File: src/rtl/alu_lfsr_sequencer_pkg.sv
// Shared ALU opcode mnemonics and sequencer state encoding for the LFSR keystream controller.
// The optional parity-bit stage is enabled by defining LFSR_SEQ_PARITY_EN.
package definitions;

    typedef enum logic [3:0] {
        kADD        = 4'h0,
        kSUB        = 4'h1,
        kAND        = 4'h2,
        kOR         = 4'h3,
        kXOR        = 4'h4,
        kNOT        = 4'h5,
        kSHL        = 4'h6,
        kSHR        = 4'h7,
        kLFSR       = 4'h8,
        kPARITY_BIT = 4'h9
    } op_mne;

    // PAR is only visited when the parity stage is built in.
    typedef enum logic [1:0] {
        IDLE = 2'd0,
        STEP = 2'd1,
        PAR  = 2'd2,
        EMIT = 2'd3
    } seq_state_t;

    localparam int LFSR_W = 7;

endpackage

File: src/rtl/alu_lfsr_sequencer_if.sv
// ALU operand/result lines plus the keystream valid/ready stream between the sequencer and its neighbours.
// The master side is the sequencer; the slave side is the ALU and keystream consumer.
interface alu_lfsr_sequencer_if;

    logic [3:0] alu_op;
    logic [7:0] alu_a;
    logic [7:0] alu_b;
    logic [7:0] alu_out;
    logic [7:0] ks_data;
    logic       ks_valid;
    logic       ks_ready;

    modport master (
        output alu_op,
        output alu_a,
        output alu_b,
        input  alu_out,
        output ks_data,
        output ks_valid,
        input  ks_ready
    );

    modport slave (
        input  alu_op,
        input  alu_a,
        input  alu_b,
        output alu_out,
        input  ks_data,
        input  ks_valid,
        output ks_ready
    );

endinterface

File: src/rtl/alu_lfsr_sequencer.sv
// Drives the external ALU through repeated kLFSR steps and streams one keystream byte per step.
// Defining LFSR_SEQ_PARITY_EN adds a PAR state that folds the state parity into bit 7 of each byte.
module alu_lfsr_sequencer
    import definitions::*;
#(
    parameter int LEN_W = 6
) (
    input  logic                       Clk,
    input  logic                       Reset,
    input  logic                       start,
    input  logic [LFSR_W-1:0]          tap,
    input  logic [LFSR_W-1:0]          seed,
    input  logic [LEN_W-1:0]           len,
    alu_lfsr_sequencer_if.master       bus,
    output logic                       busy,
    output logic                       done
);

    seq_state_t          cur_state;
    logic [LFSR_W-1:0]   tap_q;
    logic [LFSR_W-1:0]   lfsr_q;
    logic [LEN_W-1:0]    count_q;
    logic [7:0]          ks_data_q;
    logic                ks_valid_q;
    logic                done_q;

    // The ALU result is only trusted in STEP/PAR; EMIT holds the byte until the consumer takes it.
    always_ff @(posedge Clk) begin
        if (Reset) begin
            cur_state  <= IDLE;
            tap_q      <= '0;
            lfsr_q     <= '0;
            count_q    <= '0;
            ks_data_q  <= '0;
            ks_valid_q <= 1'b0;
            done_q     <= 1'b0;
        end else begin
            done_q <= 1'b0;
            case (cur_state)
                IDLE: begin
                    if (start) begin
                        tap_q   <= tap;
                        lfsr_q  <= seed;
                        count_q <= len;
                        if (len != '0) begin
                            cur_state <= STEP;
                        end else begin
                            done_q <= 1'b1;
                        end
                    end
                end
                STEP: begin
                    lfsr_q    <= bus.alu_out[LFSR_W-1:0];
                    ks_data_q <= {1'b0, bus.alu_out[LFSR_W-1:0]};
`ifdef LFSR_SEQ_PARITY_EN
                    cur_state <= PAR;
`else
                    ks_valid_q <= 1'b1;
                    cur_state  <= EMIT;
`endif
                end
`ifdef LFSR_SEQ_PARITY_EN
                PAR: begin
                    ks_data_q  <= bus.alu_out;
                    ks_valid_q <= 1'b1;
                    cur_state  <= EMIT;
                end
`endif
                EMIT: begin
                    if (bus.ks_ready) begin
                        ks_valid_q <= 1'b0;
                        count_q    <= count_q - LEN_W'(1);
                        if (count_q == LEN_W'(1)) begin
                            cur_state <= IDLE;
                            done_q    <= 1'b1;
                        end else begin
                            cur_state <= STEP;
                        end
                    end
                end
                default: begin
                    cur_state <= IDLE;
                end
            endcase
        end
    end

    // Operand lines are parked at zero whenever the ALU result is not being consumed.
    always_comb begin
        bus.alu_op = 4'h0;
        bus.alu_a  = 8'h00;
        bus.alu_b  = 8'h00;
        case (cur_state)
            STEP: begin
                bus.alu_op = kLFSR;
                bus.alu_a  = {1'b0, tap_q};
                bus.alu_b  = {1'b0, lfsr_q};
            end
            PAR: begin
                bus.alu_op = kPARITY_BIT;
                bus.alu_b  = {1'b0, lfsr_q};
            end
            default: begin
            end
        endcase
    end

    assign bus.ks_data  = ks_data_q;
    assign bus.ks_valid = ks_valid_q;
    assign busy         = (cur_state != IDLE);
    assign done         = done_q;

endmodule

File: src/flat_wrapper.sv
// flat-port wrapper written by rule: the top's interface ports become plain ports
module alu_lfsr_sequencer_flat import definitions::*;
#(
    parameter int LEN_W = 6
)
  (Clk, Reset, start, tap, seed, len, busy, done, bus_alu_op, bus_alu_a, bus_alu_b, bus_alu_out, bus_ks_data, bus_ks_valid, bus_ks_ready);
  alu_lfsr_sequencer_if bus_i ();
  input  logic Clk;
  input  logic Reset;
  input  logic start;
  input  logic [LFSR_W-1:0] tap;
  input  logic [LFSR_W-1:0] seed;
  input  logic [LEN_W-1:0] len;
  output logic busy;
  output logic done;
  output wire logic [$bits(bus_i.alu_op)-1:0] bus_alu_op;
  output wire logic [$bits(bus_i.alu_a)-1:0] bus_alu_a;
  output wire logic [$bits(bus_i.alu_b)-1:0] bus_alu_b;
  input wire logic [$bits(bus_i.alu_out)-1:0] bus_alu_out;
  output wire logic [$bits(bus_i.ks_data)-1:0] bus_ks_data;
  output wire logic [$bits(bus_i.ks_valid)-1:0] bus_ks_valid;
  input wire logic [$bits(bus_i.ks_ready)-1:0] bus_ks_ready;
  assign bus_alu_op = bus_i.alu_op;
  assign bus_alu_a = bus_i.alu_a;
  assign bus_alu_b = bus_i.alu_b;
  assign bus_i.alu_out = bus_alu_out;
  assign bus_ks_data = bus_i.ks_data;
  assign bus_ks_valid = bus_i.ks_valid;
  assign bus_i.ks_ready = bus_ks_ready;
  alu_lfsr_sequencer #(.LEN_W(LEN_W)) u_core (.Clk(Clk), .Reset(Reset), .start(start), .tap(tap), .seed(seed), .len(len), .bus(bus_i), .busy(busy), .done(done));
endmodule
File: config.mk
export PLATFORM = sky130hd
export DESIGN_NAME = alu_lfsr_sequencer_flat
export DESIGN_NICKNAME = d
export VERILOG_FILES = /design/src/rtl/alu_lfsr_sequencer_pkg.sv /design/src/rtl/alu_lfsr_sequencer_if.sv /design/src/rtl/alu_lfsr_sequencer.sv /design/src/flat_wrapper.sv
export SDC_FILE = /design/constraint.sdc
export NUM_CORES = 1
export LEC_CHECK = 0
export ABC_AREA = 1
export BUFFER_PORTS_ARGS = -buffer_cell sky130_fd_sc_hd__buf_2
export CAP_MARGIN = 20
export CORE_UTILIZATION = 52
export DETAILED_ROUTE_END_ITERATION = 6
export HOLD_SLACK_MARGIN = 0.03
export PLACE_DENSITY_LB_ADDON = 0.3
export SYNTH_ARGS = -nofsm -noshare
export SYNTH_HDL_FRONTEND = slang
export SYNTH_SLANG_ARGS = --single-unit
File: constraint.sdc
create_clock -name Clk -period 2.55 [get_ports Clk]
set_input_delay 0.255 -clock Clk [delete_from_list [all_inputs] [get_ports Clk]]
set_output_delay 0.255 -clock Clk [all_outputs]
set_load 0.05 [all_outputs]
==> results of run 1 <==
## power by group through the flow
stage / Sequential (uW) / Clock [uW] / Combinational (uW)
final: 666 / 402 / 1020
after global routing: 681 / 432 / 1120
after CTS: 665 / 411 / 1030
after detailed placement: 674 / 0 / 1020
after global placement: 672 / 0 / 1010
after floorplan: 751 / 0 / 765
## cell families (layout without fill, tap and decap cells)
| group | Yosys count | in the layout | share of synthesized area (%) |
|---|---|---|---|
| AND/OR/NAND/NOR | 97 | 97 | 25.6 |
| other | 1 | 5 | 0.235 |
| AO/OA/AOI/OAI | 50 | 50 | 17.8 |
| buffers and inverters | 42 | 93 | 12.8 |
| adder cells (fa/ha/maj) | 6 | 6 | 4.70 |
| flip-flops | 31 | 31 | 38.9 |
## flip-flops by register name, summed over array words and instances (netlist names)
| name | cells |
|---|---|
| u_core.tap_q | 7 |
| u_core.count_q | 6 |
| u_core.bus.ks_data | 7 |
| u_core.cur_state | 2 |
| u_core.bus.ks_valid | 1 |
| u_core.lfsr_q | 7 |
| u_core.done | 1 |
## layout make-up
type	instances	area share, %
sequential	31	32.2
clock inverter	2	1.82
timing repair buffer	57	14.9
inverter	28	5.58
multi-input combinational	158	40.8
tap	31	2.01
clock buffer	6	2.66
## critical path: stages, from the launching register on
cell     delay (ps)
dfxtp_1         400
inv_1           100
ha_1            480
nand2_1          90
inv_1            70
buf_2           250
## placed cells by master, fill, tap and decap left out
cell and instances:
buf_4 1, a21oi_1 13, dfxtp_1 31, nand2_1 56, inv_2 4, inv_4 1
bufinv_16 1, o21ai_1 3, ha_1 6, nor2_2 1, clkbuf_4 5, nand3_1 6
a21oi_2 2, nor2_1 25, o21ai_2 2, o211ai_2 1, nand2_4 2, a211oi_1 1
nand4_1 5, or2_4 1, or2_1 1, inv_1 23, buf_2 56, conb_1 5
o21ai_0 21, clkinv_2 1, a31oi_1 7, clkbuf_8 1
## per-stage QoR
step           setup WS, ps  hold slack, ps  util, %
4_1_cts                 561             156     68.2
6_report                572             171     68.2
5_1_grt                 437             169     68.2
3_5_place_dp            844             454     65.1
2_1_floorplan           652             317        -
3_3_place_gp            866             449     65.1
## routing by layer
| metal | track usage (%) | vias to the layer above | share of wire [%] |
|---|---|---|---|
| li1 | - | 829 | - |
| met1 | 26.0 | 678 | 46 |
| met2 | 36.5 | 56 | 46 |
| met3 | 7.94 | 8 | 6.7 |
| met4 | 11.8 | 0 | 2.0 |
| met5 | 0 | - | 0 |
## path summary, 6_finish.rpt
path	startpoint	end	slack, ps	depth (start not counted)
worst min-delay path	tap[1]	u_core.tap_q[1]	170	3
worst min register to register	u_core.bus.ks_data[5]	u_core.bus.ks_data[5]	460	2
worst max-delay path	u_core.cur_state[0]	bus_alu_b[1]	570	5
worst max register to register	u_core.cur_state[0]	u_core.count_q[3]	810	8
==> out/results.txt, run 1 <==
Root Driver -> clkbuf_4
Tmin final -> 1980 ps
Switching share of total power -> 47.3%
Sequential fraction of the synthesis area -> 38.9%
Reg clk slew, reported paths -> 100 ps
Fmax -> 0.506 GHz
Total global routing overflow -> 0
Post-CTS Setup Inserts -> 0
Syn. warnings -> 0
Clk sink count -> 31
RSZ-0062 raised after global routing -> no
Worst Skew -> 4.03 ps
Drt wl/cell -> 11.0 um
Antenna violations before repair -> 0
Syn avg cell area -> 7.03 um2
Routability-driven placement congestion ratio -> 0.850
Ys flop type -> dfxtp_1
Clk_lat worst skew -> 330 ps
Synth top area share -> 38.9%
Post-Route Setup TNS -> 0 ps
Netlist cell types -> 27
Status -> finished with violations
Initial core utilization -> 56.4%
Register Area -> 621 um2
Router iterations before antenna repair -> 7
Die Span X -> 57.4 um
Maximum VDD drop -> 741 uV
Fillcell total -> 270
Largest net degree at the start of global routing -> 19
Htree depth -> 2
Cell count after synthesis -> 227
Synth area leaders -> dfxtp_1 (39%), nand2_1 (13%), o21ai_0 (6.6%), nor2_1 (5.9%), inv_1 (5.4%)
Clock power share -> 19.3%
Crit-path max FO -> 9
Worst Path Required -> 2300 ps
Placed Cells -> 305
Final instance area -> 1930 um2
Diode count -> 0
Clock buffer depth -> 2
Post-Route WL -> 3440 um
Port Buffers -> 56
Area of the core -> 2830 um2
Residual DRC -> 4
# rows -> 19
Post-route insts no fill -> 313
I/O Pins -> 63
Vias -> 1571
Slew HR -> 65.6%
Combinational Power Share -> 48.8%
Overall power -> 2090 uW
Synth top cells by count -> nand2_1 (56), dfxtp_1 (31), nor2_1 (25)
Die Area -> 3300 um2
Layout cell share with drive strength beyond 1 -> 28.0%
Flop pwr share -> 31.9%
P_int -> 1100 uW
Slew Limit Fails -> 0
Cell taking the most area after synthesis -> dfxtp_1
Synthesized area -> 1600 um2
WP data arrival -> 1720 ps
Min-Delay Path Class -> in -> reg
Vias in the first global route -> 1337
TritonCTS buffer count -> 5
DP Area -> 1840 um2
CTS tree -> built
Multi-input logic area -> 787 um2
CTS Hold Bufs -> 0
Remaining antenna violation count -> 0
Most numerous cell in the Yosys netlist -> nand2_1
Area growth syn-to-layout -> 20.8%
Leakage Power -> 0.00106 uW
Synth Register Bits -> 31
First-pass GRT wire length -> 5630 um
GRT Util Overall -> 22.5%
Die H -> 57.4 um
Final hold vios -> 0
Post-synth EDFFs -> 0
Pwr Density -> 1080 nW/um2
CP Capture Type -> primary output
Hpwl dp -> 2470 um
Post-synth ARST share -> 0%
Final period util -> 77.6%
Crit path kind -> reg -> out
Max Cap Viol -> 0
CTS-repair resized insts -> 0
CP startpoint kind -> flip-flop
Final setup viols -> 0
Total Nets Final -> 319
Failing checks -> DRC
Worst Tran Pin Value -> 516 ps
Drt via density -> 5.02
Sw power -> 988 uW
Initial detailed-routing violation count -> 51
No activity file was read; power rests on OpenSTA's default activity.
==> run 2, diff against run 1 <==
--- a/config.mk
+++ b/config.mk
@@ -5,10 +5,10 @@
 export SDC_FILE = /design/constraint.sdc
 export NUM_CORES = 1
 export LEC_CHECK = 0
-export ABC_AREA = 1
+export ABC_AREA = 0
 export BUFFER_PORTS_ARGS = -buffer_cell sky130_fd_sc_hd__buf_2
 export CAP_MARGIN = 20
-export CORE_UTILIZATION = 52
+export CORE_UTILIZATION = 43
 export DETAILED_ROUTE_END_ITERATION = 6
 export HOLD_SLACK_MARGIN = 0.03
 export PLACE_DENSITY_LB_ADDON = 0.3
==> constraint.sdc (replaced) <==
create_clock -name Clk -period 1.7 [get_ports Clk]
set_input_delay 0.17 -clock Clk [delete_from_list [all_inputs] [get_ports Clk]]
set_output_delay 0.17 -clock Clk [all_outputs]
set_load 0.05 [all_outputs]
==> run 2 against run 1 <==
The flow now finishes without violations. Non-clock buffer count increased by 7. Combinational power is 20% higher. Setup slack got worse by 480 ps. Sequential cell count unchanged. Synthesized cell count shrank 18%. Critical endpoint is now bus_alu_a[2]. Final cell count is 6.4% lower. First-iteration DRC count increased by 22%. Clock skew is essentially flat. Largest cell class unchanged. Area after synthesis fell by 0.78%. Sequential power is 40% higher. Die area is 19% higher.
==> out/results.txt, run 2 <==
Residual DRC -> 0 (-4)
Xor/xnor share of the synthesized area -> 0% (unchanged)
Die H -> 62.7 um (+9.2%)
Busiest grt layer -> met2
Most common cell after layout, fill and taps aside -> buf_2
Area growth syn-to-layout -> 32.7%
Clock buffer depth -> 2 (unchanged)
Combinational Power Share -> 42.1% (-6.7 points)
Drt via density -> 4.95 (-1.3%)
Max Cap Viol -> 0 (unchanged)
First-pass GRT wire length -> 6160 um (+9.4%)
Final period util -> 94.6%
GRT Util Overall -> 19.8% (-2.7 points)
Die Span X -> 62.7 um (+9.2%)
Cell count after synthesis -> 186 (-18%)
Ys flop type -> dfxtp_1
CP startpoint kind -> flip-flop
Fillcell total -> 302 (+12%)
Hpwl dp -> 2510 um (+1.4%)
Routability-driven placement congestion ratio -> 0.818 (-3.8%)
GRT met2 Usage -> 33.0% (-3.5 points)
Tmin final -> 1610 ps
Clk_lat worst skew -> 280 ps (-50 ps)
Netlist cell types -> 33 (+22%)
Crit. Startpoint -> u_core.cur_state[1]
WP data arrival -> 1440 ps (-280 ps)
Sw power -> 1120 uW (+13%)
Clk sink count -> 31 (unchanged)
Initial detailed-routing violation count -> 62 (+22%)
Die Area -> 3930 um2 (+19%)
Root Driver -> clkbuf_8
Syn. warnings -> 0 (unchanged)
Critical Path Sink -> bus_alu_a[2]
Worst R2R Setup Slack -> 180 ps (-630 ps)
Critical-path cell list -> inv_1 -> ha_2 -> and2_1 -> buf_2
Layout cell share with drive strength beyond 1 -> 34.0% (+6.0 points)
R2R Path Start -> u_core.cur_state[0]
Post-Route WL -> 3430 um (-0.29%)
Synthesized area -> 1580 um2 (-0.78%)
Total global routing overflow -> 0 (unchanged)
RR Endpoint -> u_core.cur_state[0]
Final worst slack -> 91.6 ps (-480 ps)
Antenna violations before repair -> 0 (unchanged)
Maximum VDD drop -> 873 uV (+18%)
Reg clk slew, reported paths -> 60 ps (-40 ps)
Slowest stage cell, crit path -> dfxtp_2
Drt wl/cell -> 11.7 um (+6.5%)
Synth top area share -> 39.2% (+0.31 points)
P_int -> 1780 uW (+62%)
Worst Path Required -> 1530 ps (-770 ps)
Status -> finished, final reports clean
Vias -> 1451 (-7.6%)
Hold WS -> 122 ps (-48.9 ps)
CP peak stage delay -> 340 ps (-140 ps)
Synth Area in Compound Gates -> 17.0% (-0.81 points)
Synth area leaders -> dfxtp_1 (39%), mux2i_1 (9.5%), and2_1 (5.9%), nor2_1 (5.2%), a21oi_1 (4.7%)
Register Area -> 623 um2 (+0.40%)
Main combinational cell family by area after synthesis -> simple AND/OR/NAND/NOR gates
Clock power share -> 25.7% (+6.4 points)
TritonCTS buffer count -> 5 (unchanged)
Simple-gate share of the synthesized area -> 22.8% (-2.8 points)
CP Buf/Inv Count -> 2 (-1)
Crit path kind -> reg -> out
GR Util met3 -> 7.30% (-0.64 points)
# rows -> 21 (+2)
Vias in the first global route -> 1376 (+2.9%)
Total Nets Final -> 284 (-11%)
Multi-input logic area -> 907 um2 (+15%)
Proportion of synthesized area in mux cells -> 9.48% (+9.5 points)
Final setup viols -> 0 (unchanged)
I/O Pins -> 63 (unchanged)
Post-synthesis adder-cell area fraction -> 4.74% (+0.037 points)
Synth Register Bits -> 31 (unchanged)
Flop pwr share -> 32.2% (+0.3 points)
Post-layout util -> 61.1% (-7.1 points)
Pwr Density -> 1380 nW/um2 (+27%)
Min-Delay Path Class -> in -> reg
RSZ-0062 raised after global routing -> no
Diode count -> 0 (unchanged)
Post-Route Setup TNS -> 0 ps (unchanged)
Post-synth EDFFs -> 0 (unchanged)
Worst Skew -> 3.97 ps (-0.0602 ps)
Htree depth -> 2 (unchanged)
Crit path depth -> 4 (-1)
Leakage Power -> 0.000973 uW (-7.8%)
Pre-CTS setup slack -> 47.9 ps (-796 ps)
Cell taking the most area after synthesis -> dfxtp_1
Switching share of total power -> 38.6% (-8.7 points)
Crit-path max FO -> 9 (unchanged)
Port Buffers -> 56 (unchanged)
Largest net degree at the start of global routing -> 20 (+1)
CTS tree -> built
Synth top cells by count -> dfxtp_1 (31), nor2_1 (22), nand2_1 (20)
Final hold vios -> 0 (unchanged)
Met1 Use GR -> 23.7% (-2.3 points)
Most frequent cells in the layout -> buf_2 (49), dfxtp_1 (29), nor2_1 (22), nand2_1 (20)
Remaining antenna violation count -> 0 (unchanged)
Initial core utilization -> 46.0% (-10 points)
Post-synth ARST share -> 0% (unchanged)
CP top delay family -> buffers and inverters
Syn avg cell area -> 8.52 um2 (+21%)
Router iterations before antenna repair -> 4 (-3)
Most numerous cell in the Yosys netlist -> dfxtp_1
CP Capture Type -> primary output
Sequential fraction of the synthesis area -> 39.2% (+0.31 points)
Area of the core -> 3440 um2 (+22%)
Fmax -> 0.622 GHz
Reg2Reg Depth -> 6 (-2)
Slew Limit Fails -> 0 (unchanged)
-- run 2: cell count changes after synthesis, moves of 6 or more --
cell	change
mux2i_1	+15
nand2_1	-36
o21ai_0	-20
and2_1	+15
inv_1	-17
a211oi_1	+6
-- run 2: cells by family after synthesis --
family          after synthesis
fa+ha+maj                     6
compound gates               38
simple gates                 74
mux                          15
other cells                   1
flops                        31
buf+inv                      21
-- run 2: per-stage QoR --
step,area (um2),power [uW],std cells
3_3_place_gp,1920,2070,283
3_5_place_dp,1920,2080,283
5_1_grt,2100,3080,293
4_1_cts,2060,2850,291
2_1_floorplan,1610,1820,190
6_report,2100,2900,293
-- run 2: cell type report --
type | instances | share of cell area (%)
Tap cell | 46 | 2.74
Clock buffer | 6 | 3.93
Multi-Input combinational cell | 138 | 43.2
Clock inverter | 2 | 1.67
Inverter | 6 | 1.25
Sequential cell | 31 | 29.6
Timing Repair Buffer | 64 | 17.6
-- run 2: worst min path at each step --
stage	cells past startpoint	to	slack (ps)	start
after detailed placement	3	u_core.tap_q[4]	420	tap[4]
final	3	u_core.tap_q[4]	120	tap[4]
after CTS	3	u_core.tap_q[4]	120	tap[4]
after floorplan	1	u_core.count_q[5]	290	Reset
after global routing	3	u_core.tap_q[3]	130	tap[3]
after global placement	3	u_core.tap_q[5]	420	tap[5]
-- run 2: power groups by stage --
stage               Clock [uW]  Sequential (uW)  Combinational (uW)
finish                     745              934                1220
global route               801              953                1330
CTS                        764              933                1150
detailed placement           0              946                1130
global placement             0              942                1120
floorplan                    0             1030                 795
-- run 2: tightest hold or removal path, cell delays in order --
cell and delay (ps):
buf_2 90, nand2_1 40, a21oi_1 50
-- run 2: metal layers --
| layer | part of all wire [%] | up-vias |
|---|---|---|
| met5 | 0 | - |
| met4 | 0.35 | 0 |
| met3 | 6.2 | 2 |
| met2 | 48 | 46 |
| met1 | 45 | 656 |
| li1 | - | 747 |
-- run 2: what timing repair did --
| action | CTS | global route |
|---|---|---|
| endpoints found under the setup margin | 7 | 28 |
| resized for setup | 8 | 7 |
| hold endpoints to repair | 0 | 0 |
| pin swaps | 0 | 1 |
| hold buffers | 0 | 0 |
| buffers inserted | 0 | 2 |
==> run 3, diff against run 2 <==
--- a/config.mk
+++ b/config.mk
@@ -9,6 +9,7 @@
 export BUFFER_PORTS_ARGS = -buffer_cell sky130_fd_sc_hd__buf_2
 export CAP_MARGIN = 20
 export CORE_UTILIZATION = 43
+export CTS_CLUSTER_SIZE = 40
 export DETAILED_ROUTE_END_ITERATION = 6
 export HOLD_SLACK_MARGIN = 0.03
 export PLACE_DENSITY_LB_ADDON = 0.3
==> constraint.sdc (replaced) <==
create_clock -name Clk -period 1.7 [get_ports Clk]
set_input_delay 0.34 -clock Clk [delete_from_list [all_inputs] [get_ports Clk]]
set_output_delay 0.34 -clock Clk [all_outputs]
set_load 0.05 [all_outputs]
==> run 3 against run 2 <==
Routed wire length grew 0.47%. Clock-buffer cell count grew 2. Clock skew down 0.57 ps. Combinational power about the same. Sequential share of layout area fell by 0.20 points. Sequential power increased by 0.4%. Non-clock buffer count rose by 1. Via count unchanged. Worst hold slack improved by 180 ps. Power fell by 3.7%. Global-route usage fell by 0.66 points. Register-to-register slack worse by 80 ps.
==> out/results.txt, run 3 (synthesis results as in run 2) <==
Initial core utilization -> 46.0% (unchanged)
DP Area -> 1910 um2 (-0.65%)
Hpwl dp -> 2470 um (-1.4%)
Leakage Power -> 0.000963 uW (-1.0%)
Final hold vios -> 0 (unchanged)
TritonCTS buffer count -> 5 (unchanged)
Total Nets Final -> 285 (+0.35%)
Total global routing overflow -> 0 (unchanged)
First-pass GRT wire length -> 5920 um (-3.9%)
Final worst slack -> 20.4 ps (-71.2 ps)
Reg clk slew, reported paths -> 60 ps (about the same)
Critical-path cell list -> inv_1 -> ha_4 -> and2_2 -> buf_6
CP Capture Type -> primary output
Clk_lat worst skew -> 280 ps (about the same)
Die H -> 62.7 um (unchanged)
Slowest stage cell, crit path -> dfxtp_4
CP startpoint kind -> flip-flop
Post-Route WL -> 3440 um (+0.47%)
Fillcell total -> 327 (+8.3%)
Min-Delay Path Class -> in -> reg
Final period util -> 98.8% (+4.2 points)
CTS Hold Bufs -> 0 (unchanged)
Post-layout util -> 62.0% (+0.91 points)
Overall power -> 2790 uW (-3.7%)
Max Cap Viol -> 0 (unchanged)
Drt via density -> 4.94 (-0.34%)
Area of the core -> 3440 um2 (unchanged)
Largest net degree at the start of global routing -> 23 (+15%)
Vias -> 1451 (unchanged)
CP peak stage delay -> 370 ps (+30 ps)
Clk sink count -> 31 (unchanged)
Die Span X -> 62.7 um (unchanged)
Tmin final -> 1680 ps (+71.2 ps)
Maximum VDD drop -> 663 uV (-24%)
Layout cell share with drive strength beyond 1 -> 36.3% (+2.3 points)
Drt wl/cell -> 11.7 um (+0.13%)
Die Area -> 3930 um2 (unchanged)
CP top delay family -> flip-flops
Most common cell after layout, fill and taps aside -> buf_2
Htree depth -> 2 (unchanged)
Slew Limit Fails -> 0 (unchanged)
Diode count -> 0 (unchanged)
WP data arrival -> 1340 ps (-100 ps)
Area growth syn-to-layout -> 34.7%
Residual DRC -> 0 (unchanged)
Initial detailed-routing violation count -> 59 (-4.8%)
Worst Path Required -> 1360 ps (-170 ps)
Final instance area -> 2130 um2 (+1.5%)
Remaining antenna violation count -> 0 (unchanged)
RSZ-0062 raised after global routing -> yes
Antenna violations before repair -> 0 (unchanged)
GRT met2 Usage -> 32.6% (-0.41 points)
GR Util met3 -> 4.56% (-2.7 points)
Pre-CTS setup slack -> -30.8 ps (-78.7 ps)
Status -> finished, final reports clean
Crit path kind -> reg -> out
Crit-path max FO -> 9 (unchanged)
GRT Util Overall -> 19.1% (-0.66 points)
Met1 Use GR -> 22.8% (-0.90 points)
I/O Pins -> 63 (unchanged)
Busiest grt layer -> met2
Final setup viols -> 0 (unchanged)
Router iterations before antenna repair -> 4 (unchanged)
Pwr Density -> 1310 nW/um2 (-5.1%)
# rows -> 21 (unchanged)
Port Buffers -> 56 (unchanged)
CP Buf/Inv Count -> 2 (unchanged)
Root Driver -> clkbuf_8
Routability-driven placement congestion ratio -> 0.822 (+0.44%)
Most frequent cells in the layout -> buf_2 (42), dfxtp_1 (29), nor2_1 (22), nand2_1 (20)
Worst Skew -> 3.40 ps (-0.571 ps)
Vias in the first global route -> 1354 (-1.6%)
Clock buffer depth -> 2 (unchanged)
Fmax -> 0.595 GHz (-4.2%)
CTS tree -> built
run 3: per-stage QoR:
| stage | hold slack (ps) | setup TNS (ps) | cells |
|---|---|---|---|
| 2_1_floorplan | 432 | 0 | 190 |
| 3_3_place_gp | 440 | -10.5 | 282 |
| 3_5_place_dp | 445 | -30.8 | 282 |
| 4_1_cts | 300 | 0 | 291 |
| 5_1_grt | 306 | -144 | 294 |
| 6_report | 303 | 0 | 294 |
run 3: where the power goes:
group | switching (uW) | internal [uW] | total, uW
combinational | 772 | 468 | 1240
clock | 243 | 369 | 611
sequential | 79.0 | 859 | 938
run 3: final timing paths:
path	end	start	depth (start not counted)	slack [ps]
setup reg to reg	u_core.cur_state[0]	u_core.cur_state[0]	6	100
hold reg to reg	u_core.tap_q[3]	u_core.tap_q[3]	2	450
hold / removal	u_core.tap_q[0]	tap[0]	3	300
setup / recovery	bus_alu_b[5]	u_core.cur_state[0]	4	20
run 3: worst reg2reg max path: cells and delay by family (launching register included):
| kind | cells | cell delay [ps] |
|---|---|---|
| AND/OR/NAND/NOR | 2 | 580 |
| flip-flops | 1 | 360 |
| AO/OA/AOI/OAI | 2 | 250 |
| adder cells (fa/ha/maj) | 1 | 210 |
| buffers and inverters | 1 | 140 |
run 3: what timing repair did:
item	CTS	global route
resized for setup	21	12
buffers inserted	1	3
endpoints found under the setup margin	16	24
pin swaps	0	2
run 3: cell type report:
| cell class | instances | area [um2] | share of cell area [%] |
|---|---|---|---|
| multi-input cells | 138 | 912 | 42.8 |
| flip-flops and latches | 31 | 628 | 29.4 |
| repair buffers | 65 | 409 | 19.2 |
| clock buffers | 8 | 100 | 4.69 |
| well taps | 46 | 57.6 | 2.70 |
| inverters | 6 | 26.3 | 1.23 |
run 3: routing by layer:
| metal | vias to the layer above | part of all wire, % |
|---|---|---|
| li1 | 755 | - |
| met1 | 637 | 44 |
| met4 | 0 | 1.7 |
| met2 | 53 | 48 |
| met3 | 6 | 6.1 |
| met5 | - | 0 |
